--- src/rtl/pipe_pkg.sv ---
// Shared pipeline types: ISA opcodes, hazard scoreboard slot, controller state.
package pipe_pkg;

  typedef enum logic [5:0] {
    OP_ADD  = 6'b000000,
    OP_ADDI = 6'b000001,
    OP_SUB  = 6'b000010,
    OP_SUBI = 6'b000011,
    OP_MUL  = 6'b000100,
    OP_MULI = 6'b000101,
    OP_OR   = 6'b000110,
    OP_ORI  = 6'b000111,
    OP_AND  = 6'b001000,
    OP_ANDI = 6'b001001,
    OP_XOR  = 6'b001010,
    OP_XORI = 6'b001011,
    OP_LDW  = 6'b001100,
    OP_STW  = 6'b001101,
    OP_BZ   = 6'b001110,
    OP_BEQ  = 6'b001111,
    OP_JR   = 6'b010000,
    OP_HALT = 6'b010001
  } opcode_t;

  // One in-flight instruction: valid means an instruction occupies the
  // stage; dest is REG_ZERO when it writes no register.
  typedef struct packed {
    logic       valid;
    logic [4:0] dest;
    logic       is_load;
  } hz_slot_t;

  typedef enum logic [1:0] {
    RUN    = 2'd0,
    DRAIN  = 2'd1,
    HALTED = 2'd2
  } hz_state_t;

  localparam logic [4:0] REG_ZERO = 5'd0;

endpackage

--- src/rtl/hazard_ctrl_if.sv ---
// ID-stage hazard controller bus: the pipeline (master) presents the ID
// instruction and branch outcome, the controller (slave) returns controls.
interface hazard_ctrl_if #(
  parameter int STALL_CNT_W = 16
);
  logic [31:0]            inst_id;
  logic                   inst_valid_id;
  logic                   br_taken_ex;
  logic                   stall_if;
  logic                   bubble_ex;
  logic                   flush_id;
  logic                   halted;
  logic [STALL_CNT_W-1:0] stall_cnt;

  modport master (
    output inst_id, inst_valid_id, br_taken_ex,
    input  stall_if, bubble_ex, flush_id, halted, stall_cnt
  );

  modport slave (
    input  inst_id, inst_valid_id, br_taken_ex,
    output stall_if, bubble_ex, flush_id, halted, stall_cnt
  );
endinterface

--- src/rtl/hz_decode.sv ---
// Register-usage decode of the ID instruction: which sources it reads,
// which register it writes, and whether it is a load or HALT.
module hz_decode
  import pipe_pkg::*;
(
  input  logic [31:0] inst,
  output logic [4:0]  src1,
  output logic        src1_valid,
  output logic [4:0]  src2,
  output logic        src2_valid,
  output logic [4:0]  dest,
  output logic        dest_valid,
  output logic        is_load,
  output logic        is_halt
);

  logic [5:0] op;
  logic       use_rs;
  logic       use_rt;
  logic       unused_imm;

  assign op         = inst[31:26];
  assign unused_imm = ^inst[10:0];

  // Classify the opcode; register 0 is masked out of every source and dest.
  always_comb begin
    src1    = inst[25:21];
    src2    = inst[20:16];
    dest    = REG_ZERO;
    use_rs  = 1'b0;
    use_rt  = 1'b0;
    is_load = 1'b0;
    is_halt = 1'b0;
    case (op)
      OP_ADD, OP_SUB, OP_MUL, OP_OR, OP_AND, OP_XOR: begin
        use_rs = 1'b1;
        use_rt = 1'b1;
        dest   = inst[15:11];
      end
      OP_ADDI, OP_SUBI, OP_MULI, OP_ORI, OP_ANDI, OP_XORI: begin
        use_rs = 1'b1;
        dest   = inst[20:16];
      end
      OP_LDW: begin
        use_rs  = 1'b1;
        dest    = inst[20:16];
        is_load = 1'b1;
      end
      OP_STW, OP_BEQ: begin
        use_rs = 1'b1;
        use_rt = 1'b1;
      end
      OP_BZ, OP_JR: begin
        use_rs = 1'b1;
      end
      OP_HALT: begin
        is_halt = 1'b1;
      end
      default: ;
    endcase
    src1_valid = use_rs && (src1 != REG_ZERO);
    src2_valid = use_rt && (src2 != REG_ZERO);
    dest_valid = (dest != REG_ZERO);
  end

endmodule

--- src/rtl/hazard_ctrl.sv ---
// Pipeline hazard / sequencing controller beside the ID stage.
// Tracks EX/MEM/WB destinations, stalls on RAW hazards, flushes on taken
// branches and drains into a sticky halted state on HALT.
// Build option: define HZ_FORWARDING_EN when the EX->ID forwarding network
// exists; only load-use against the EX slot then raises a hazard.
module hazard_ctrl
  import pipe_pkg::*;
#(
  parameter int STALL_CNT_W = 16
) (
  input  logic          clk,
  input  logic          reset,
  hazard_ctrl_if.slave  hz
);

  logic [4:0]             src1, src2, dest;
  logic                   src1_valid, src2_valid, dest_valid;
  logic                   is_load, is_halt;
  logic                   s1_live, s2_live;
  logic [2:0]             slot_match;
  logic                   hazard, issue, count_stall, slots_empty;
  logic                   stall_if, bubble_ex, flush_id;
  logic                   unused_bits;
  hz_slot_t               slot_q [3];
  hz_slot_t               slot_d [3];
  hz_state_t              state_q, state_d;
  logic [STALL_CNT_W-1:0] stall_cnt_q, stall_cnt_d;

  hz_decode u_decode (
    .inst       (hz.inst_id),
    .src1       (src1),
    .src1_valid (src1_valid),
    .src2       (src2),
    .src2_valid (src2_valid),
    .dest       (dest),
    .dest_valid (dest_valid),
    .is_load    (is_load),
    .is_halt    (is_halt)
  );

  assign s1_live = hz.inst_valid_id && src1_valid;
  assign s2_live = hz.inst_valid_id && src2_valid;

  // Per-slot source/dest compare; no-dest slots hold REG_ZERO and never match.
  for (genvar gi = 0; gi < 3; gi++) begin : g_match
    assign slot_match[gi] = slot_q[gi].valid &&
                            ((s1_live && (src1 == slot_q[gi].dest)) ||
                             (s2_live && (src2 == slot_q[gi].dest)));
  end

`ifdef HZ_FORWARDING_EN
  assign hazard      = slot_match[0] && slot_q[0].is_load;
  assign unused_bits = ^{slot_match[2:1], slot_q[1].is_load, slot_q[2].is_load};
`else
  assign hazard      = |slot_match;
  assign unused_bits = ^{slot_q[0].is_load, slot_q[1].is_load, slot_q[2].is_load};
`endif

  assign issue       = hz.inst_valid_id && !hazard && !hz.br_taken_ex && (state_q == RUN);
  assign count_stall = (state_q == RUN) && !hz.br_taken_ex && hazard;
  assign slots_empty = !slot_q[0].valid && !slot_q[1].valid && !slot_q[2].valid;

  // State register.
  always_ff @(posedge clk or posedge reset) begin
    if (reset) state_q <= RUN;
    else       state_q <= state_d;
  end

  // Next state: an issued HALT starts the drain; HALTED is left only by reset.
  always_comb begin
    state_d = state_q;
    case (state_q)
      RUN:     if (issue && is_halt) state_d = DRAIN;
      DRAIN:   if (slots_empty)      state_d = HALTED;
      HALTED:  state_d = HALTED;
      default: state_d = RUN;
    endcase
  end

  // Pipeline controls: flush beats hazard in RUN; DRAIN/HALTED freeze the front end.
  always_comb begin
    stall_if  = 1'b0;
    bubble_ex = 1'b0;
    flush_id  = 1'b0;
    if (!reset) begin
      case (state_q)
        RUN: begin
          if (hz.br_taken_ex) begin
            flush_id  = 1'b1;
            bubble_ex = 1'b1;
          end else if (hazard) begin
            stall_if  = 1'b1;
            bubble_ex = 1'b1;
          end
        end
        DRAIN, HALTED: begin
          stall_if  = 1'b1;
          bubble_ex = 1'b1;
        end
        default: ;
      endcase
    end
  end

  // Scoreboard shift and saturating hazard-stall counter.
  always_comb begin
    slot_d[0] = '0;
    if (issue) begin
      slot_d[0].valid   = 1'b1;
      slot_d[0].dest    = dest_valid ? dest : REG_ZERO;
      slot_d[0].is_load = is_load;
    end
    slot_d[1] = slot_q[0];
    slot_d[2] = slot_q[1];
    stall_cnt_d = stall_cnt_q;
    if (count_stall && (stall_cnt_q != {STALL_CNT_W{1'b1}}))
      stall_cnt_d = stall_cnt_q + 1'b1;
  end

  // Datapath registers.
  always_ff @(posedge clk or posedge reset) begin
    if (reset) begin
      for (int i = 0; i < 3; i++) slot_q[i] <= '0;
      stall_cnt_q <= '0;
    end else begin
      for (int i = 0; i < 3; i++) slot_q[i] <= slot_d[i];
      stall_cnt_q <= stall_cnt_d;
    end
  end

  assign hz.stall_if  = stall_if;
  assign hz.bubble_ex = bubble_ex;
  assign hz.flush_id  = flush_id;
  assign hz.halted    = (state_q == HALTED);
  assign hz.stall_cnt = stall_cnt_q;

endmodule

--- src/flat_wrapper.sv ---
// flat-port wrapper written by rule: the top's interface ports become plain ports
module hazard_ctrl_flat import pipe_pkg::*;
#(
  parameter int STALL_CNT_W = 16
)
  (clk, reset, hz_inst_id, hz_inst_valid_id, hz_br_taken_ex, hz_stall_if, hz_bubble_ex, hz_flush_id, hz_halted, hz_stall_cnt);
  hazard_ctrl_if #(.STALL_CNT_W(STALL_CNT_W)) hz_i ();
  input  logic clk;
  input  logic reset;
  input wire logic [$bits(hz_i.inst_id)-1:0] hz_inst_id;
  input wire logic [$bits(hz_i.inst_valid_id)-1:0] hz_inst_valid_id;
  input wire logic [$bits(hz_i.br_taken_ex)-1:0] hz_br_taken_ex;
  output wire logic [$bits(hz_i.stall_if)-1:0] hz_stall_if;
  output wire logic [$bits(hz_i.bubble_ex)-1:0] hz_bubble_ex;
  output wire logic [$bits(hz_i.flush_id)-1:0] hz_flush_id;
  output wire logic [$bits(hz_i.halted)-1:0] hz_halted;
  output wire logic [$bits(hz_i.stall_cnt)-1:0] hz_stall_cnt;
  assign hz_i.inst_id = hz_inst_id;
  assign hz_i.inst_valid_id = hz_inst_valid_id;
  assign hz_i.br_taken_ex = hz_br_taken_ex;
  assign hz_stall_if = hz_i.stall_if;
  assign hz_bubble_ex = hz_i.bubble_ex;
  assign hz_flush_id = hz_i.flush_id;
  assign hz_halted = hz_i.halted;
  assign hz_stall_cnt = hz_i.stall_cnt;
  hazard_ctrl #(.STALL_CNT_W(STALL_CNT_W)) u_core (.clk(clk), .reset(reset), .hz(hz_i));
endmodule
--- config.mk ---
export PLATFORM = sky130hd
export DESIGN_NAME = hazard_ctrl_flat
export DESIGN_NICKNAME = d
export VERILOG_FILES = /design/src/rtl/pipe_pkg.sv /design/src/rtl/hazard_ctrl_if.sv /design/src/rtl/hz_decode.sv /design/src/rtl/hazard_ctrl.sv /design/src/flat_wrapper.sv
export SDC_FILE = /design/constraint.sdc
export NUM_CORES = 1
export LEC_CHECK = 0
export BUFFER_PORTS_ARGS = -buffer_cell sky130_fd_sc_hd__buf_2
export CORE_ASPECT_RATIO = 0.9
export CORE_MARGIN = 2
export CORE_UTILIZATION = 47
export CTS_CLUSTER_DIAMETER = 100
export DETAILED_ROUTE_END_ITERATION = 10
export PLACE_DENSITY = 0.82
export RECOVER_POWER = 25
export SLEW_MARGIN = 40
export SYNTH_ARGS = -nofsm -noshare
export SYNTH_HDL_FRONTEND = slang
export SYNTH_SLANG_ARGS = --single-unit
--- constraint.sdc ---
create_clock -name clk -period 1.75 [get_ports clk]
set_input_delay 0.0875 -clock clk [delete_from_list [all_inputs] [get_ports clk]]
set_output_delay 0.0875 -clock clk [all_outputs]
set_load 0.01 [all_outputs]
==> impl_metrics.yaml <==
run_status:
  status: "complete, but fails checks"
  violations: "negative setup slack"
grt:
  antenna_found_initial: 0
  grtUsageTotal_pct: 24.6
  overflow: 0
  grt_max_degree: 37
  grt_pass1_vias: 1923
  grt_pass1_wl_um: 9030
clock_network:
  clk_pin_slew_worst_paths_ns: 0.08
  clockBufferDepth: 2
  numCtsBuffers: 5
  root_buffer: "clkbuf_8"
  cts_max_level: 2
  cts_sinks: 36
  insertion_delay_ns: 0.29
  cts_tree: "built"
hold_path:
  min-delay-start: "hz_inst_id[11]"
  worstHoldPathType: "in2reg"
placement:
  gp_congestion: 0.901
  hpwlAfterDp_um: 3760
  io_buffers: 44
  place_inst: 315
route:
  drt_pass1_iterations: 5
  vias: 1905
  highest_layer: "met4"
  wl_met2_um: 2910
  wl_per_cell_um: 18.6
  routed_wl_um: 6120
  ant_nets: 0
  wl_met3_um: 384
  via_per_inst: 5.79
  drc: 0
  drtIter0Drc: 160
  met1_length_um: 2590
die:
  die_w_um: 73.5
  rows: 22
  die_h_um: 66.6
  start_util_pct: 49.5
  io-pin-count: 56
  core_um2: 4130
  die_area_um2: 4900
timing:
  final.period_utilization_pct: 129
  tightestPinTransition_ns: 0.527
  hold_ws_ns: 0.0626
  fmax_mhz: 444
  maxSlewViolCount: 0
  slew_headroom_pct: 64.9
  grt_setup_unrepaired: "true"
  fin_ws_ns: -0.502
  final_hold_viol_count: 0
  finalClockSkew_ns: 0.00907
  fin_crit_ns: 2.25
  setup_viol: 25
worst_setup_path:
  crit_type: "reg2reg"
  crit_start: "u_core.slot_q[1]"
  timing.critical_path.required_ns: 1.95
  arrival_ns: 2.45
  cp-start-kind: "register"
  setup.worst_path.end_class: "register"
  r2r_start: "u_core.slot_q[1]"
  crit_fanout: 5
pwr:
  p_total_w: 0.00176
  peakVddDrop_uv: 504
  power.density_nw_per_um2: 608
  leakagePower_nw: 1.34
yosys:
  netlist_area_um2: 2050
  synth_top_cell_by_area: "dfrtp_1"
  yosysWarnings: 0
  syn_nets: 238
  ys_ff_latch: 36
  synth_area_leaders: "dfrtp_1, xnor2_1, ha_1"
  avgSynthCellArea_um2: 10.4
  yosysSeqAreaShare_pct: 44.0
  ys_types: 38
  netlist_instances: 197
  yosysTopAreaCellShare_pct: 44.0
final_layout:
  synthToLayoutAreaGrowth_pct: 41.7
  stdcell_count: 329
  nets: 321
  diodes: 0
  drive_gt1_share_pct: 45.6
flow_run:
  cap_violations: 0
-- critical path, cell delays in order (launching register included) --
cell	delay (ns)
dfrtp_1	0.41
xnor2_1	0.23
nand3_1	0.15
nor4_1	0.25
o21ai_2	0.13
a31oi_2	0.22
buf_6	0.14
buf_6	0.13
and4bb_1	0.25
xor2_1	0.24
-- final cells by class --
type | instances | area (um2)
inverters | 7 | 26.3
clock buffers | 5 | 68.8
clock inverters | 3 | 42.5
well taps | 48 | 60.1
multi-input cells | 149 | 1260
fillers | 277 | 1230
repair buffers | 81 | 536
flip-flops and latches | 36 | 905
-- sequential cells by signal (all words and copies together), names as in the netlist --
| signal | cells |
|---|---|
| u_core.slot_q | 6 |
| u_core.slot_d | 12 |
| u_core.state_q | 2 |
| u_core.hz.stall_cnt | 16 |
-- synth_stat cells (all sizes together) --
cell type,instances
nand3b,2
buf,3
o31a,1
nand3,12
inv,7
o211ai,2
a22oi,5
or2,2
nor3,7
or4,2
o21ai,5
a21oi,2
and3,6
nor4,7
a21bo,1
ha,5
xor2,7
xnor2,38
o41ai,2
nand4,10
clkbuf,2
mux2,2
nor2,13
nand2,12
and4,1
a211oi,2
and4bb,1
and2,1
dfrtp,36
a31oi,1
-- cell usage in the layout (no fill, tap or decap), drive strengths merged, types with 2 or more instances in the layout --
master / instances
a211oi: 2
xnor2: 38
o211ai: 2
ha: 5
a21oi: 2
inv: 7
o21ai: 5
nor2: 13
nor3: 7
nand3b: 2
nand4: 10
clkbuf: 5
nand3: 12
a22oi: 5
nand2: 12
dfrtp: 36
xor2: 7
buf: 80
or2: 2
or4: 2
o41ai: 2
nor4: 7
and3: 6
mux2: 2
-- per-layer routing --
layer / vias up / track usage (%)
li1: 862 / -
met3: 22 / 3.78
met1: 912 / 32.0
met2: 109 / 41.1
met5: - / 0
met4: 0 / 9.55
-- logic make-up after synthesis --
logic type	Yosys count	share of synthesized area (%)
AO/OA/AOI/OAI	21	9.36
flip-flops	36	44.0
buffers and inverters	12	3.00
adder cells (fa/ha/maj)	5	3.06
AND/OR/NAND/NOR	76	20.0
multiplexers	2	1.28
XOR/XNOR	45	19.3
-- through the flow --
| step | setup TNS [ns] | util, % | worst slack, ns | area, um2 |
|---|---|---|---|---|
| after global routing | -9.74 | 70.2 | -0.587 | 2900 |
| after floorplan | -0.347 | - | -0.103 | 2070 |
| final | -7.65 | 70.2 | -0.502 | 2900 |
| after global placement | -5.49 | 62.0 | -0.287 | 2560 |
| after CTS | -3.95 | 68.0 | -0.316 | 2810 |
| after detailed placement | -6.46 | 62.0 | -0.337 | 2560 |
-- path summary, 6_finish.rpt --
path	depth (start not counted)	slack (ns)	endpoint
max in group asynchronous	4	0.90	u_core.slot_d[3]
min	3	0.06	u_core.slot_d[8]
min in group asynchronous	4	0.48	u_core.state_q[1]
max	9	-0.50	u_core.hz.stall_cnt[3]
max reg2reg	9	-0.50	u_core.hz.stall_cnt[3]
min reg2reg	0	0.43	u_core.slot_d[6]
-- repair_timing --
| item | in CTS | in global routing |
|---|---|---|
| setup buffers | 5 | 1 |
| hold endpoints to repair | 36 | 0 |
| hold buffers | 1 | 0 |
| pin swaps | 24 | 8 |
| endpoints found under the setup margin | 25 | 25 |
| gates cloned | 1 | 0 |
| resized for setup | 18 | 18 |
-- report_power, final --
group,internal [W],total [W],switching [W]
Sequential,0.000831,0.000831,0
Clock,0.000422,0.000738,0.000317
Combinational,0.0000866,0.000192,0.000106
Total,0.00134,0.00176,0.000422
No activity file was read; power rests on OpenSTA's default activity.
